==> src/rtl/gate_identifier.sv <==
// gate_identifier
//   Drives the four {a,b} input vectors into an external 2-input gate,
//   samples its output for each one, and decodes which primitive function
//   the gate implements.
//
//   Parameter:
//     SETTLE_CYCLES  cycles each vector is held before dut_y is sampled
//                    (1..255; 2..255 when the stability check is built in)
//   Ports:
//     clk        clock, rising edge
//     rst        asynchronous active-high reset
//     start      request an identification run (honoured only in IDLE)
//     dut_y      output of the gate-under-test
//     dut_a      stimulus a to the gate-under-test
//     dut_b      stimulus b to the gate-under-test
//     busy       high while a run is in progress
//     done       one-cycle pulse when truth/gate_code are updated
//     truth      truth[i] = dut_y sampled with {dut_a,dut_b} = i
//     gate_code  0 unknown, 1 NOT(a), 2 AND, 3 OR, 4 XOR, 5 NOR, 6 NAND
//     unstable   set with done when any vector's output was not steady
//
//   Optional feature macro: GATE_ID_STABILITY_CHECK_EN
//     When defined, dut_y is also sampled one edge before each main sample;
//     a disagreement sets unstable and forces gate_code to 0.
//     When undefined, unstable is tied to 0.

module gate_identifier #(
  parameter int unsigned SETTLE_CYCLES = 2
) (
  input  logic       clk,
  input  logic       rst,
  input  logic       start,
  input  logic       dut_y,
  output logic       dut_a,
  output logic       dut_b,
  output logic       busy,
  output logic       done,
  output logic [3:0] truth,
  output logic [2:0] gate_code,
  output logic       unstable
);

  typedef enum logic [1:0] {
    IDLE   = 2'd0,
    APPLY  = 2'd1,
    DECODE = 2'd2
  } state_t;

  // Counter value at which the main sample of the current vector is taken.
  localparam logic [7:0] LAST_CNT = 8'(SETTLE_CYCLES - 1);

  // Elaboration-time range check of the settle time.
  if (SETTLE_CYCLES < 1 || SETTLE_CYCLES > 255) begin : g_bad_settle
    $error("gate_identifier: SETTLE_CYCLES must be in 1..255");
  end

  state_t     state;
  logic [7:0] cnt;
  logic [1:0] k;
  logic [3:0] truth_shadow;

  // Map a captured truth table onto the supported gate primitives.
  function automatic logic [2:0] decode(input logic [3:0] t);
    logic [2:0] code;
    case (t)
      4'b0011: code = 3'd1;  // NOT(a)
      4'b1000: code = 3'd2;  // AND
      4'b1110: code = 3'd3;  // OR
      4'b0110: code = 3'd4;  // XOR
      4'b0001: code = 3'd5;  // NOR
      4'b0111: code = 3'd6;  // NAND
      default: code = 3'd0;  // constants, b-only, implication, ...
    endcase
    return code;
  endfunction

`ifdef GATE_ID_STABILITY_CHECK_EN
  // Counter value one edge before the main sample.
  localparam logic [7:0] PRE_CNT = 8'(SETTLE_CYCLES - 2);

  if (SETTLE_CYCLES < 2) begin : g_bad_settle_stab
    $error("gate_identifier: stability check needs SETTLE_CYCLES >= 2");
  end

  logic pre_y;
  logic unstable_shadow;
  logic unstable_q;

  assign unstable = unstable_q;
`else
  assign unstable = 1'b0;
`endif

  // Run sequencer: vector stimulus, sampling, decode and result publication.
  always_ff @(posedge clk or posedge rst) begin
    if (rst) begin
      state        <= IDLE;
      cnt          <= 8'd0;
      k            <= 2'd0;
      truth_shadow <= 4'b0000;
      dut_a        <= 1'b0;
      dut_b        <= 1'b0;
      busy         <= 1'b0;
      done         <= 1'b0;
      truth        <= 4'b0000;
      gate_code    <= 3'd0;
`ifdef GATE_ID_STABILITY_CHECK_EN
      pre_y           <= 1'b0;
      unstable_shadow <= 1'b0;
      unstable_q      <= 1'b0;
`endif
    end else begin
      done <= 1'b0;
      case (state)
        IDLE: begin
          dut_a <= 1'b0;
          dut_b <= 1'b0;
          if (start) begin
            state <= APPLY;
            k     <= 2'd0;
            cnt   <= 8'd0;
            busy  <= 1'b1;
`ifdef GATE_ID_STABILITY_CHECK_EN
            unstable_shadow <= 1'b0;
`endif
          end
        end

        APPLY: begin
`ifdef GATE_ID_STABILITY_CHECK_EN
          if (cnt == PRE_CNT) begin
            pre_y <= dut_y;
          end
`endif
          if (cnt == LAST_CNT) begin
            truth_shadow[k] <= dut_y;
`ifdef GATE_ID_STABILITY_CHECK_EN
            if (pre_y != dut_y) begin
              unstable_shadow <= 1'b1;
            end
`endif
            cnt <= 8'd0;
            if (k == 2'd3) begin
              state <= DECODE;
            end else begin
              k              <= k + 2'd1;
              {dut_a, dut_b} <= k + 2'd1;
            end
          end else begin
            cnt <= cnt + 8'd1;
          end
        end

        DECODE: begin
          truth <= truth_shadow;
`ifdef GATE_ID_STABILITY_CHECK_EN
          gate_code  <= unstable_shadow ? 3'd0 : decode(truth_shadow);
          unstable_q <= unstable_shadow;
`else
          gate_code <= decode(truth_shadow);
`endif
          done  <= 1'b1;
          busy  <= 1'b0;
          dut_a <= 1'b0;
          dut_b <= 1'b0;
          k     <= 2'd0;
          state <= IDLE;
        end

        default: begin
          state <= IDLE;
        end
      endcase
    end
  end

endmodule
==> config.mk <==
export PLATFORM = sky130hd
export DESIGN_NAME = gate_identifier
export DESIGN_NICKNAME = d
export VERILOG_FILES = /design/src/rtl/gate_identifier.sv
export SDC_FILE = /design/constraint.sdc
export NUM_CORES = 1
export LEC_CHECK = 0
export CAP_MARGIN = 0
export CORE_MARGIN = 2
export CORE_UTILIZATION = 49
export DETAILED_ROUTE_END_ITERATION = 16
export GPL_ROUTABILITY_DRIVEN = 0
export HOLD_SLACK_MARGIN = 0.03
export PLACE_DENSITY = 0.74
export SKIP_CTS_REPAIR_TIMING = 1
export SYNTH_ARGS = -nofsm -noshare
export SYNTH_HDL_FRONTEND = slang
export SYNTH_SLANG_ARGS = --single-unit
==> constraint.sdc <==
create_clock -name clk -period 1.65 [get_ports clk]
set_input_delay 0.33 -clock clk [delete_from_list [all_inputs] [get_ports clk]]
set_output_delay 0.33 -clock clk [all_outputs]
set_load 0.02 [all_outputs]
* After elaboration in Yosys (flattened, before gate mapping) *
Cells that the tools add are included.

operators by class
  add/sub/neg operators = 2
  magnitude comparators = 2
  equality and inequality tests = 14
  multiplexer cells = 24
  reductions and logical operators = 13

operators with widths
  operator                                            count
  case mux 3 bit (6 select lines)                     1
  two-way mux 8 bit                                   2
  case mux 8 bit (2 select lines)                     1
  two-way mux 2 bit                                   6
  adder 8 x 1 -> 8 bit, second input constant         1
  == test 4 x 3 -> 1 bit, second input constant       2
  == test 4 bit, second input constant                2
  == test 8 x 1 -> 1 bit, second input constant       1
  inequality test 2 bit, second input constant        4
  two-way mux 1 bit                                   7
  case mux 1 bit (2 select lines)                     3
  case mux 2 bit (3 select lines)                     1
  AND reduction 2 bit                                 3
  AND reduction 3 bit                                 2
  nonzero test 2 bit                                  3
  bitwise mux 4 bit                                   1
  == test 2 bit, second input constant                2
  == test 4 x 1 -> 1 bit, second input constant       1
  == test 4 x 2 -> 1 bit, second input constant       1
  case mux 2 bit (2 select lines)                     1
  AND reduction 4 bit                                 1
  < comparator 2 x 3 -> 1 bit, second input constant  1
  nonzero test 3 bit                                  1
  adder 2 x 1 -> 2 bit, second input constant         1
  6 further kinds                                     6

word-level totals
  register bits = 27
  bits of input ports = 4
  output and inout port bits = 12
  word-level logic and storage cells = 65

* Depth between registers and ports, before layout *
Gate-level depths: netlist of run 1.

  word-level depth = 5
  depth in mapped cells = 6
  gate-level depth less buffers = 6

* Worst setup path after synthesis of run 1 *
No wires, ideal clock.

  kind = reg-to-reg
  start point = register cnt[1]
  end point = register truth_shadow[3]
  library setup time = 125 ps
  arrival time = 1564 ps
  required time = 1525 ps
  setup slack = -39 ps
  stages on the path, launching flop included = 7
  path buffers = 0
  clock period less this slack = 1689 ps
  cells stage by stage = dfrtp_1 > inv_1 > ha_1 > nor4b_4 > and4b_2 > and2_4 > mux2_2

between the ends
  word-level cells in the longest chain between the ends = 2

RTL lines
  what                           line  source
  start, declared                58    logic [7:0] cnt;
  start signal, assigned         150   cnt <= cnt + 8'd1;
  == test 8 x 1 -> 1 bit         135   if (cnt == LAST_CNT) begin
  AND reduction 2 bit (no line)  -
  end signal, assigned by index  136   truth_shadow[k] <= dut_y;
  end, declared                  60    logic [3:0] truth_shadow;

Every way passes these cells.
A chain may end at the register's enable or synchronous reset.

* Final worst setup path of run 1 *
Same ends and word-level chain as after synthesis.

==> flow_metrics.py, run 1 <==
metrics = {
    "worst_setup_path": {
        "slowest_stage": "dfrtp_1",
        "path_cells": "inv_2 -> ha_4 -> nor4b_4 -> and4b_2 -> and2_4 -> mux2_4",
        "cp-end-kind": "flop",
        "start_kind": "flop",
        "cpPeakStageDelay_ns": 0.42,
        "arrival_ns": 1.89,
        "cp.buffers_inverters": 1,
        "worstSetupPathType": "reg -> reg",
        "crit_fanout": 4,
        "required_ns": 1.87,
        "cp_top_family": "simple AND/OR/NAND/NOR gates",
    },
    "clocking": {
        "cts_tree": "done",
        "numCtsBuffers": 3,
        "clk-insertion-delay-late_ns": 0.32,
        "clk_pin_slew_worst_paths_ns": 0.14,
        "htree_levels": 1,
        "numClockSinks": 27,
        "cts_buffer_depth": 2,
        "root_buffer": "clkbuf_4",
    },
    "placement": {
        "placed_cell_area_um2": 1600,
        "hpwl_mm": 1.99,
        "io_buffers": 14,
        "pre_cts_slack_ns": -0.0872,
    },
    "synth": {
        "syn_area_per_cell_um2": 10.5,
        "yosysTopAreaCell": "dfrtp_1",
        "synth_cell_types": 39,
        "synth_top_family_by_area": "simple AND/OR/NAND/NOR gates",
        "yosys-top-cells-area": "dfrtp_1 49%, mux2_2 6.5%, ha_1 5.4%",
        "syn_inst": 132,
        "yosys-top-cells-count": "27 x dfrtp_1, 13 x nand2_1, 9 x nor2_1",
        "synth_edf_count": 0,
        "yosysWarnings": 0,
        "yosysTopAreaCellShare_pct": 48.9,
        "ys_seq_area_share_pct": 48.9,
        "synth_compound_area_share_pct": 10.4,
        "synth_simple_gate_area_share_pct": 19.5,
        "ys_seq_elements": 27,
        "synthMuxAreaShare_pct": 9.41,
        "syn-num-nets": 142,
        "syn_area_um2": 1380,
        "synth_most_common_cell": "dfrtp_1",
        "synth-xor-area-share_pct": 1.27,
        "synthAdderAreaFrac_pct": 5.43,
        "synthFlopType": "dfrtp_1",
        "ys_async_sr_fraction_pct": 100,
    },
    "cells_and_area": {
        "drive_gt1_share_pct": 21.7,
        "nFillCells": 233,
        "post-route-cell-area_um2": 1690,
        "multi_input_area_um2": 657,
        "n_antenna_cell": 0,
        "fin_nets": 168,
        "seq_area_um2": 676,
        "synthToLayoutAreaGrowth_pct": 22.2,
    },
    "global_route": {
        "grt_start_max_net_pins": 28,
        "grt_pass1_wl_mm": 4.34,
        "grt_pass1_vias": 988,
        "antenna_found_initial": 0,
        "grt_usage_pct": 16.9,
        "grt_overflow": 0,
    },
    "timing": {
        "setup_tns_ns": -0.0141,
        "finalSetupViolations": 1,
        "fin_ws_ns": -0.0141,
        "slew_violations": 0,
        "post-route-period-util_pct": 101,
        "fin_worst_skew_ns": 0.00139,
        "period_needed_ns": 1.66,
        "fmax_ghz": 0.601,
        "final_hold_viol_count": 0,
        "grt_setup_unrepaired": "yes",
    },
    "die": {
        "io_pins": 16,
        "core_um2": 2710,
        "start_util_pct": 51.0,
        "num_rows": 19,
        "die_w_um": 57.1,
        "dieHeight_um": 57.1,
        "die-area_um2": 3260,
    },
    "power": {
        "total_power_uw": 2500,
        "p_leak_uw": 0.000981,
        "p_int_uw": 1560,
        "clock_power_share_pct": 11.4,
        "swShare_pct": 37.5,
        "ir_drop_uv": 1070,
        "p_seq_share_pct": 43.8,
        "p_per_area_nw_per_um2": 1480,
        "comb_power_share_pct": 44.8,
        "p_switching_uw": 937,
    },
    "drt": {
        "drc": 0,
        "via_count": 1037,
        "firstDrtPassIters": 4,
        "wl_per_cell_um": 14.1,
        "drt-initial-drc-count": 17,
        "via_per_inst": 5.52,
        "drt_wl_total_mm": 2.66,
        "drt.antenna.violating_nets": 0,
    },
    "outcome": {
        "status": "complete, but fails checks",
        "violations": "setup timing",
    },
    "hold_path": {
        "holdCritPathClass": "in -> async",
    },
    "run": {
        "maxCapViolCount": 0,
    },
}
-- cell families after synthesis --
group	count (synthesis)
adders and majority gates	6
AOI/OAI and AO/OA	24
xor gates and xnor gates	2
buffers and inverters	13
and+or+nand+nor	47
other	1
DFF	27
muxes	12
-- cell usage in the layout (no fill, tap or decap), drive strengths merged --
cell / n
o31ai: 1
o22ai: 1
clkdlybuf4s50: 3
nand4: 1
and2: 2
or2: 1
and4: 1
nor3b: 2
buf: 13
nor3: 3
dfrtp: 27
o21ai: 8
nor4: 2
a21o: 4
xnor2: 2
nand3: 4
mux2i: 4
nand2b: 2
dlymetal6s2s: 11
clkbuf: 4
or3: 1
conb: 1
and3: 1
nand2: 13
and4b: 2
nor4b: 1
a21oi: 7
ha: 6
nor2: 9
a311o: 1
mux2: 8
a31oi: 2
nor2b: 2
inv: 7
-- final timing paths --
path,slack (ns),end,from,depth (start not counted)
setup / recovery,-0.01,truth_shadow[3],cnt[1],6
hold / removal,0.34,done,rst,3
setup reg to reg,-0.01,truth_shadow[3],cnt[1],6
hold reg to reg,0.50,gate_code[1],gate_code[1],2
max in group asynchronous,1.06,truth[0],rst,3
min in group clk,0.50,gate_code[1],gate_code[1],2
-- routing by layer --
layer  wire length, um  GRT usage (%)  vias to the layer above
met5                 0              0                        -
met4                33           6.64                        0
met3               106           3.40                        6
met2              1260           27.6                       18
met1              1260           22.2                      503
li1                  -              -                      510
-- power groups by stage --
stage | clock [uW] | sequential (uW) | combinational [uW]
6_report | 285 | 1090 | 1120
5_1_grt | 312 | 1130 | 1230
4_1_cts | 293 | 1080 | 1060
3_5_place_dp | 0 | 1100 | 1060
3_3_place_gp | 0 | 1080 | 1010
2_1_floorplan | 0 | 1110 | 670
-- tightest hold or removal path: stages --
cell             delay [ns]
clkdlybuf4s50_1        0.39
inv_1                  0.05
buf_4                  0.31
-- through the flow --
step                      utilization (%)  cells  hold WS [ns]
after floorplan                         -    132         0.383
after global placement               59.1    181         0.461
after detailed placement             59.1    181         0.474
after CTS                            60.1    185         0.356
after global routing                 62.3    188         0.371
final                                62.3    188         0.345
-- registers in the layout (all words and copies together) (netlist names) --
signal / cells
dut_a: 1
truth_shadow: 4
gate_code: 3
state: 2
truth: 4
busy: 1
k: 2
cnt: 8
done: 1
dut_b: 1
-- layout make-up --
class | count | area share [%]
tap | 31 | 2.30
inverter | 7 | 1.56
multi-input combinational | 92 | 38.9
timing repair buffer | 27 | 15.7
clock buffer | 4 | 1.56
sequential | 27 | 40.0
Note: power is estimated with default switching activity, not from simulation.
==> run 2: changes to the inputs <==
SKIP_LAST_GASP = 1   (was default)
==> results of run 2 <==
Final layout, timing and power as in run 1 (identical DEF).
